--- src/rtl/bju_recovery_ctrl.sv ---
// Branch-order and misprediction-recovery controller for the BJU.
// Hands out branch IDs in program order from a small ring and accepts
// resolutions in any order. Retirement is in order from the head. A
// mispredict on a live ID produces a one-cycle registered fetch redirect
// and a mask of every younger ID it kills. Allocation is then held for a
// fixed refill window.
module bju_recovery_ctrl #(
    parameter int NUM_BR      = 4,
    parameter int ID_W        = $clog2(NUM_BR),
    parameter int RECOVER_CYC = 2
) (
    input  logic              clk_i,
    input  logic              rst_i,
    input  logic              flush_i,
    input  logic              alloc_valid_i,
    output logic              alloc_ready_o,
    output logic [ID_W-1:0]   alloc_id_o,
    input  logic              res_valid_i,
    input  logic [ID_W-1:0]   res_id_i,
    input  logic              res_mispredict_i,
    input  logic [31:0]       res_target_i,
    output logic              redirect_valid_o,
    output logic [31:0]       redirect_pc_o,
    output logic              kill_valid_o,
    output logic [NUM_BR-1:0] kill_mask_o,
    output logic [ID_W:0]     inflight_cnt_o
);

    localparam int CNT_W = ID_W + 1;
    localparam int BLK_W = $clog2(RECOVER_CYC) + 1;
    localparam logic [BLK_W-1:0] BLK_LOAD = BLK_W'(RECOVER_CYC - 1);

    typedef enum logic {
        RUN   = 1'b0,
        BLOCK = 1'b1
    } state_t;

    state_t              state_r;
    logic [BLK_W-1:0]    blk_cnt_r;
    logic [ID_W-1:0]     head_r;
    logic [ID_W-1:0]     tail_r;
    logic [CNT_W-1:0]    count_r;
    logic [NUM_BR-1:0]   valid_r;
    logic [NUM_BR-1:0]   resolved_r;
    logic                redirect_valid_r;
    logic [31:0]         redirect_pc_r;
    logic                kill_valid_r;
    logic [NUM_BR-1:0]   kill_mask_r;

    logic                alloc_ready_s;
    logic                alloc_fire_s;
    logic                res_hit_s;
    logic                mispred_s;
    logic                retire_s;
    logic [ID_W-1:0]     res_age_s;
    logic [NUM_BR-1:0]   valid_n_s;
    logic [NUM_BR-1:0]   resolved_n_s;
    logic [NUM_BR-1:0]   kill_n_s;
    logic [ID_W-1:0]     head_n_s;
    logic [ID_W-1:0]     tail_n_s;
    logic [CNT_W-1:0]    count_n_s;

    // The grant depends only on registered state, so a same-cycle retire never frees a slot early.
    assign alloc_ready_s = (state_r == RUN) && (count_r < CNT_W'(NUM_BR));
    assign alloc_fire_s  = alloc_valid_i && alloc_ready_s;
    // Resolves on IDs that are not live (stale or already killed) are dropped here.
    assign res_hit_s     = res_valid_i && valid_r[res_id_i];
    assign mispred_s     = res_hit_s && res_mispredict_i;
    assign res_age_s     = res_id_i - head_r;

    // Next-state of the ring: resolve, then allocate or kill (kill wins), then retire the head.
    always_comb begin
        valid_n_s    = valid_r;
        resolved_n_s = resolved_r;
        kill_n_s     = '0;
        if (res_hit_s) begin
            resolved_n_s[res_id_i] = 1'b1;
        end else begin
            resolved_n_s = resolved_n_s;
        end
        if (mispred_s) begin
            // The ID granted this same cycle sits at the old tail, so it is younger and dies too.
            for (int i = 0; i < NUM_BR; i++) begin
                if (((ID_W'(i) - head_r) > res_age_s) &&
                    (valid_r[i] || (alloc_fire_s && (ID_W'(i) == tail_r)))) begin
                    kill_n_s[i] = 1'b1;
                end else begin
                    kill_n_s[i] = 1'b0;
                end
            end
            valid_n_s    = valid_n_s & ~kill_n_s;
            resolved_n_s = resolved_n_s & ~kill_n_s;
        end else if (alloc_fire_s) begin
            valid_n_s[tail_r]    = 1'b1;
            resolved_n_s[tail_r] = 1'b0;
        end else begin
            valid_n_s = valid_n_s;
        end
        // The head is never younger than the offender, so a kill cannot remove it.
        retire_s = valid_n_s[head_r] && resolved_n_s[head_r];
        if (retire_s) begin
            valid_n_s[head_r]    = 1'b0;
            resolved_n_s[head_r] = 1'b0;
        end else begin
            valid_n_s = valid_n_s;
        end
        head_n_s = head_r + ID_W'(retire_s);
        if (mispred_s) begin
            tail_n_s  = res_id_i + ID_W'(1);
            count_n_s = CNT_W'(res_age_s) + CNT_W'(1) - CNT_W'(retire_s);
        end else begin
            tail_n_s  = tail_r + ID_W'(alloc_fire_s);
            count_n_s = count_r + CNT_W'(alloc_fire_s) - CNT_W'(retire_s);
        end
    end

    // Ring registers, recovery FSM and the registered redirect/kill outputs.
    always_ff @(posedge clk_i or posedge rst_i) begin
        if (rst_i) begin
            state_r          <= RUN;
            blk_cnt_r        <= '0;
            head_r           <= '0;
            tail_r           <= '0;
            count_r          <= '0;
            valid_r          <= '0;
            resolved_r       <= '0;
            redirect_valid_r <= 1'b0;
            redirect_pc_r    <= 32'h0;
            kill_valid_r     <= 1'b0;
            kill_mask_r      <= '0;
        end else if (flush_i) begin
            state_r          <= RUN;
            blk_cnt_r        <= '0;
            head_r           <= '0;
            tail_r           <= '0;
            count_r          <= '0;
            valid_r          <= '0;
            resolved_r       <= '0;
            redirect_valid_r <= 1'b0;
            redirect_pc_r    <= 32'h0;
            kill_valid_r     <= 1'b0;
            kill_mask_r      <= '0;
        end else begin
            head_r           <= head_n_s;
            tail_r           <= tail_n_s;
            count_r          <= count_n_s;
            valid_r          <= valid_n_s;
            resolved_r       <= resolved_n_s;
            redirect_valid_r <= mispred_s;
            redirect_pc_r    <= mispred_s ? res_target_i : 32'h0;
            kill_valid_r     <= mispred_s;
            kill_mask_r      <= kill_n_s;
            if (mispred_s) begin
                // A new mispredict, even during BLOCK, restarts the refill window.
                state_r   <= BLOCK;
                blk_cnt_r <= BLK_LOAD;
            end else begin
                case (state_r)
                    RUN: begin
                        state_r   <= RUN;
                        blk_cnt_r <= '0;
                    end
                    BLOCK: begin
                        if (blk_cnt_r == '0) begin
                            state_r <= RUN;
                        end else begin
                            blk_cnt_r <= blk_cnt_r - BLK_W'(1);
                        end
                    end
                    default: begin
                        state_r   <= RUN;
                        blk_cnt_r <= '0;
                    end
                endcase
            end
        end
    end

    assign alloc_ready_o    = alloc_ready_s;
    assign alloc_id_o       = tail_r;
    assign redirect_valid_o = redirect_valid_r;
    assign redirect_pc_o    = redirect_pc_r;
    assign kill_valid_o     = kill_valid_r;
    assign kill_mask_o      = kill_mask_r;
    assign inflight_cnt_o   = count_r;

endmodule

--- config.mk ---
export PLATFORM = sky130hd
export DESIGN_NAME = bju_recovery_ctrl
export DESIGN_NICKNAME = d
export VERILOG_FILES = /design/src/rtl/bju_recovery_ctrl.sv
export SDC_FILE = /design/constraint.sdc
export NUM_CORES = 1
export LEC_CHECK = 0
export ABC_CLOCK_PERIOD_IN_PS = 8500
export BUFFER_PORTS_ARGS = -buffer_cell sky130_fd_sc_hd__buf_2
export CAP_MARGIN = 20
export CORE_ASPECT_RATIO = 1.25
export CORE_MARGIN = 3
export CORE_UTILIZATION = 45
export DETAILED_ROUTE_END_ITERATION = 8
export MAX_ROUTING_LAYER = met4
export PLACE_DENSITY = 0.72
export SLEW_MARGIN = 20
export SYNTH_ARGS = -nofsm -noshare
export SYNTH_HDL_FRONTEND = slang
export SYNTH_SLANG_ARGS = --single-unit
--- constraint.sdc ---
create_clock -name clk_i -period 8.5 [get_ports clk_i]
set_input_delay 0.85 -clock clk_i [delete_from_list [all_inputs] [get_ports clk_i]]
set_output_delay 0.85 -clock clk_i [all_outputs]
set_load 0.005 [all_outputs]
==> reports/metrics.yaml, run 1 <==
grt_use_total_pct: 17.8
avgSynthCellArea_sq_um: 10.9
hold_viol_final: 0
dieHeight_um: 90.5
cts_tree: "built"
route.detailed.drc: 0
cp-end-kind: "flip-flop"
yosysWarnings: 0
clock_sinks: 55
cts_buffers: 5
reg2reg_depth: 18
antenna_found_initial: 0
ys_types: 43
clkTransAtPathRegs_ns: 0.10
fill_cells: 499
drv_cap: 0
grt_pass1_wl_um: 8980
fin_cells: 386
crit_type: "in -> reg"
dr.pass1.iters: 4
avgRoutedWirePerCell_um: 14.0
required_ns: 8.69
slew_headroom_pct: 47.5
synth_fp_nets: 295
slowest_delay_ns: 0.69
reg2reg_slack_ns: 3.78
synth_cells: 236
fmax_ghz: 0.203
status: "complete, no violations"
seqCellArea_sq_mm: 0.00138
worstSetupStartpointType: "primary input"
finClkSkew_ns: 0.00742
hold_path_class: "reg -> reg"
vias: 1945
ys.flop_type: "dfrtp_1"
area_growth_pct: 22.3
vdd_ir_drop_max_mv: 0.122
setup.worst_path.start: "res_id_i[0]"
seq_area_frac_synth_pct: 53.5
place_area_sq_mm: 0.00306
cts_setup_buffers: 0
min_period_over_period_pct: 58.1
cp_slowest_cell: "a2111oi_0"
critPathBufInv: 4
crit_cells: 20
ys_ff_latch: 55
multi_input_area_sq_mm: 0.00110
crit_top_cell: "ha_1"
holdBufCountCts: 0
dpl.cell_count: 378
layout-drive-gt1-share_pct: 30.7
rows: 30
fin_area_sq_mm: 0.00315
start_util_pct: 46.9
grt_pass1_vias: 1924
rr_startpoint: "head_r[0]"
cts-root-buf: "clkbuf_8"
finalNetCount: 380
reg2reg_to: "inflight_cnt_o[2]"
leakagePower_nw: 1.68
drt_iter0_markers: 62
crit_chain: "buf_2 -> inv_1 -> ha_1 -> xor2_2 -> xnor2_1 -> ha_1 -> nor2b_1 -> o21ai_0 -> o21ai_0 -> a2111oi_0 -> a2bb2oi_4 -> ha_1 -> inv_1 -> ha_1 -> inv_1 -> fa_1 -> xnor2_1 -> xnor2_1 -> a22oi_1 -> nor2_1"
drv_slew: 0
grt_max_degree: 56
setup_viol: 0
worst_slew_pin_slew_ns: 0.768
core_sq_mm: 0.00548
synth_edf_count: 0
grt_setup_unrepaired: "no"
power_density_mw_per_mm2: 169
insertion_delay_ns: 0.31
io_pins: 84
finalSetupTns_ns: 0
cp_top_family: "compound AO/OA/AOI/OAI gates"
hpwl_um: 4060
htreeDepth: 2
cts.repair.resized: 0
via_per_inst: 5.04
synth_area_sq_mm: 0.00257
die_area_sq_mm: 0.00667
min_period_ns: 4.94
worstPathArrival_ns: 5.13
critPathMaxFanout: 11
finalWirelength_um: 5390
port_buffers: 83
routabilityCongestion: 0.806
grt-ovfl-total: 0
cts_buffer_depth: 2
setup.worst_path.end: "inflight_cnt_o[2]"
ant_nets: 0
n_antenna_cell: 0
die_x_um: 73.6
ys_async_sr_fraction_pct: 100
==> flip-flops by register name, indices dropped and copies added (netlist names) <==
register and count:
redirect_pc_o 32, blk_cnt_r 2, kill_mask_o 4, inflight_cnt_o 3, resolved_r 4, kill_valid_o 1, state_r 1, head_r 2
alloc_id_o 2, valid_r 4
==> worst min path at each step <==
stage          slack, ns      endpoint     from  depth (start not counted)
2_1_floorplan       0.53  blk_cnt_r[0]  state_r                          2
3_3_place_gp        0.57  blk_cnt_r[0]  state_r                          2
3_5_place_dp        0.57  blk_cnt_r[0]  state_r                          2
4_1_cts             0.58  blk_cnt_r[0]  state_r                          2
5_1_grt             0.61  blk_cnt_r[0]  state_r                          2
6_report            0.58  blk_cnt_r[0]  state_r                          2
==> report_power, final <==
part,switching [W],internal [W]
sequential,0.0000129,0.000274
combinational,0.0000527,0.0000455
clock,0.0000876,0.0000592
total,0.000153,0.000379
==> final cells by class <==
cell class | instances | area share [%]
clock buffers | 5 | 2.19
clock inverters | 3 | 0.716
repair buffers | 86 | 13.9
well taps | 64 | 2.54
multi-input cells | 157 | 35.0
inverters | 16 | 1.91
flip-flops and latches | 55 | 43.7
==> cells in the mapped netlist (2+ instances only) <==
cell       count  area share [%]
o21a_1         2            0.58
mux2i_1        2            0.78
o21ai_0        7             1.4
nor3b_1        2            0.58
nor2_1        19             2.8
a21oi_1       12             2.3
a22oi_1        2            0.58
clkbuf_1       5            0.73
inv_1         16             2.3
and2_1        32             7.8
a2111oi_0      4             1.4
nand2_1       18             2.6
nand2b_1       2            0.49
dfrtp_1       55              54
xnor2_1        7             2.4
nor2b_1        2            0.49
a221oi_1       2            0.68
ha_1          18             8.8
a211oi_1       5             1.5
==> per-layer routing <==
layer  GRT usage [%]  routed length (um)  vias up  share of wire (%)
li1                -                   -      956                  -
met1            20.1                2130      931                 39
met2            30.0                2890       48                 54
met3            4.34                 265       10                4.9
met4            6.19                 111        0                2.1
met5               -                   0        -                  0
==> cells by family after synthesis <==
| group | count (synthesis) | synth area share (%) |
|---|---|---|
| xor+xnor | 9 | 3.36 |
| fa+ha+maj | 20 | 9.97 |
| flops | 55 | 53.5 |
| compound gates | 43 | 11.8 |
| mux | 2 | 0.778 |
| buf+inv | 24 | 3.70 |
| simple gates | 83 | 16.9 |
==> tightest hold or removal path, cell delays in order, from the launching register on <==
cell     delay [ns]
dfrtp_1        0.42
nand2_1        0.07
a21oi_1        0.06
==> stage by stage <==
stage / power (W) / hold slack [ns] / utilization [%] / worst slack [ns]
after floorplan: 0.000354 / 0.529 / - / 3.82
after global placement: 0.000388 / 0.571 / 55.8 / 3.42
after global routing: 0.000568 / 0.609 / 57.4 / 3.14
after CTS: 0.000541 / 0.582 / 57.4 / 3.59
final: 0.000532 / 0.578 / 57.4 / 3.56
after detailed placement: 0.000392 / 0.567 / 55.8 / 3.26
==> cells in the final DEF, fill, tap and decap left out, types with 2 or more instances in the layout <==
cell / count
a2111oi_0: 4
a211oi_1: 5
a21oi_1: 12
a221oi_1: 2
a22oi_1: 2
and2_1: 32
buf_2: 83
buf_4: 3
clkbuf_8: 5
dfrtp_1: 55
ha_1: 18
inv_1: 15
mux2i_1: 2
nand2_1: 18
nand2b_1: 2
nor2_1: 19
nor2b_1: 2
nor3b_1: 2
o21a_1: 2
o21ai_0: 7
xnor2_1: 7
(Power assumes the default switching activity.)
==> inputs of run 2 (changes only) <==
--- a/config.mk
+++ b/config.mk
@@ -5,7 +5,7 @@
 export SDC_FILE = /design/constraint.sdc
 export NUM_CORES = 1
 export LEC_CHECK = 0
-export ABC_CLOCK_PERIOD_IN_PS = 8500
+export ABC_CLOCK_PERIOD_IN_PS = 4100
 export BUFFER_PORTS_ARGS = -buffer_cell sky130_fd_sc_hd__buf_2
 export CAP_MARGIN = 20
 export CORE_ASPECT_RATIO = 1.25
@@ -13,7 +13,7 @@
 export CORE_UTILIZATION = 45
 export DETAILED_ROUTE_END_ITERATION = 8
 export MAX_ROUTING_LAYER = met4
-export PLACE_DENSITY = 0.72
+export PLACE_DENSITY = 0.75
 export SLEW_MARGIN = 20
 export SYNTH_ARGS = -nofsm -noshare
 export SYNTH_HDL_FRONTEND = slang
==> constraint.sdc (replaced) <==
create_clock -name clk_i -period 4.1 [get_ports clk_i]
set_input_delay 0.41 -clock clk_i [delete_from_list [all_inputs] [get_ports clk_i]]
set_output_delay 0.41 -clock clk_i [all_outputs]
set_load 0.005 [all_outputs]
==> run 2 against run 1 <==
Sequential cell count unchanged. Global-route usage up 1.2 points. Routed wire length up 6.5%. Die area unchanged. Sequential power up 110%. First-iteration DRC count up 45%. Worst hold slack worse by 0.30 ns. Final cell count up 2.3%. Critical path type is now reg -> reg. Largest cell class unchanged.
==> reports/metrics.yaml, run 2 (same netlist as run 1, synthesis figures left out) <==
reg2reg_depth: 18  # unchanged
hpwl_um: 4320  # +6.5%
grt_max_degree: 56  # unchanged
core_sq_mm: 0.00548  # unchanged
setup_viol: 0  # unchanged
cts_buffers: 5  # unchanged
layout-drive-gt1-share_pct: 32.6  # +1.9 points
cts-root-buf: "clkbuf_8"
hold_path_class: "in -> async"
finalWirelength_um: 5740  # +6.5%
min_period_ns: 3.79
leakagePower_nw: 1.72  # +2.3%
start_util_pct: 46.9  # unchanged
route.detailed.drc: 0  # unchanged
finClkSkew_ns: 0.00460  # -0.00281 ns
slew_headroom_pct: 54.7  # +7.2 points
drt_iter0_markers: 90  # +45%
worst_slew_pin_slew_ns: 0.679  # -0.0886 ns
largest_reg_flops: 32  # unchanged
grt_setup_unrepaired: "no"
dr.pass1.iters: 4  # unchanged
rr_startpoint: "head_r[0]"
port_buffers: 83  # unchanged
clkTransAtPathRegs_ns: 0.10  # about the same
final_common_cell: "buf_2"
routabilityCongestion: 0.936  # +16%
vdd_ir_drop_max_mv: 0.146  # +20%
place_area_sq_mm: 0.00313  # +2.4%
ant_nets: 0  # unchanged
worstPathArrival_ns: 3.98  # -1.15 ns
reg2reg_slack_ns: 0.31  # -3.47 ns
fin_cells: 395  # +2.3%
required_ns: 4.29  # -4.40 ns
n_antenna_cell: 0  # unchanged
io_pins: 84  # unchanged
whs_ns: 0.279  # -0.299 ns
grt_use_total_pct: 19.0  # +1.2 points
drv_cap: 0  # unchanged
crit_type: "reg -> reg"
finalNetCount: 389  # +2.4%
fmax_ghz: 0.264
grt-ovfl-total: 0  # unchanged
dieHeight_um: 90.5  # unchanged
worstSetupStartpointType: "flip-flop"
grt_pass1_wl_um: 9520  # +5.9%
min_period_over_period_pct: 92.4
dpl.cell_count: 387  # +2.4%
rows: 30  # unchanged
clock_sinks: 55  # unchanged
p_total_w: 0.00111  # +110%
reg2reg_to: "inflight_cnt_o[2]"
insertion_delay_ns: 0.31  # about the same
cts_tree: "built"
fin_area_sq_mm: 0.00322  # +2.3%
die_x_um: 73.6  # unchanged
hold_viol_final: 0  # unchanged
via_per_inst: 5.07  # +0.59%
cts.repair.resized: 0  # unchanged
avgRoutedWirePerCell_um: 14.5  # +4.1%
vias: 2002  # +2.9%
grt_pass1_vias: 2057  # +6.9%
drv_slew: 0  # unchanged
cts_setup_buffers: 0  # unchanged
final_cell_mix: "buf_2, dfrtp_1, and2_1"
cts_buffer_depth: 2  # unchanged
antenna_found_initial: 0  # unchanged
finalSetupTns_ns: 0  # unchanged
critPathMaxFanout: 5  # -6
status: "complete, no violations"
die_area_sq_mm: 0.00667  # unchanged
area_growth_pct: 25.1
cp-end-kind: "flip-flop"
holdBufCountCts: 0  # unchanged
power_density_mw_per_mm2: 346  # +100%
setup.worst_path.start: "head_r[0]"
htreeDepth: 2  # unchanged
run 2: per-stage QoR:
step | util, % | worst slack (ns)
2_1_floorplan | - | 0.0658
3_3_place_gp | 57.1 | 0.182
3_5_place_dp | 57.1 | 0.0251
4_1_cts | 58.7 | 0.213
5_1_grt | 58.7 | 0.0212
6_report | 58.7 | 0.311
run 2: report_power, final:
part	internal [W]	total, W	switching [W]
combinational	0.0000993	0.000213	0.000114
clock	0.000123	0.000305	0.000182
sequential	0.000569	0.000595	0.0000263
run 2: how the worst max path moves through the flow:
stage	end	slack [ns]
floorplan	inflight_cnt_o[2]	0.07
global placement	inflight_cnt_o[2]	0.18
detailed placement	inflight_cnt_o[2]	0.03
CTS	inflight_cnt_o[2]	0.21
global route	inflight_cnt_o[2]	0.02
finish	inflight_cnt_o[2]	0.31
run 2: layout make-up:
type,instances,area (sq um)
clock buffer,6,72.6
clock inverter,2,16.3
fill,480,2260
inverter,16,60.1
multi-input combinational,157,1110
sequential,55,1380
tap,64,80.1
timing repair buffer,95,505
run 2: metal layers:
metal	routed length (um)	global-route usage, %
met1	2200	21.8
met2	3170	32.0
met3	205	3.12
met4	159	8.31
met5	0	-
run 2: worst max-delay path, stage by stage, from the launching register on:
cell       delay, ns
dfrtp_1         0.45
ha_1            0.23
xor2_2          0.16
xnor2_1         0.21
ha_1            0.27
nor2b_1         0.12
o21ai_0         0.22
o21ai_0         0.16
a2111oi_2       0.36
a2bb2oi_4       0.17
ha_1            0.23
inv_1           0.05
ha_1            0.13
inv_1           0.05
fa_1            0.37
xnor2_1         0.14
xnor2_1         0.13
a22oi_1         0.14
nor2_1          0.06
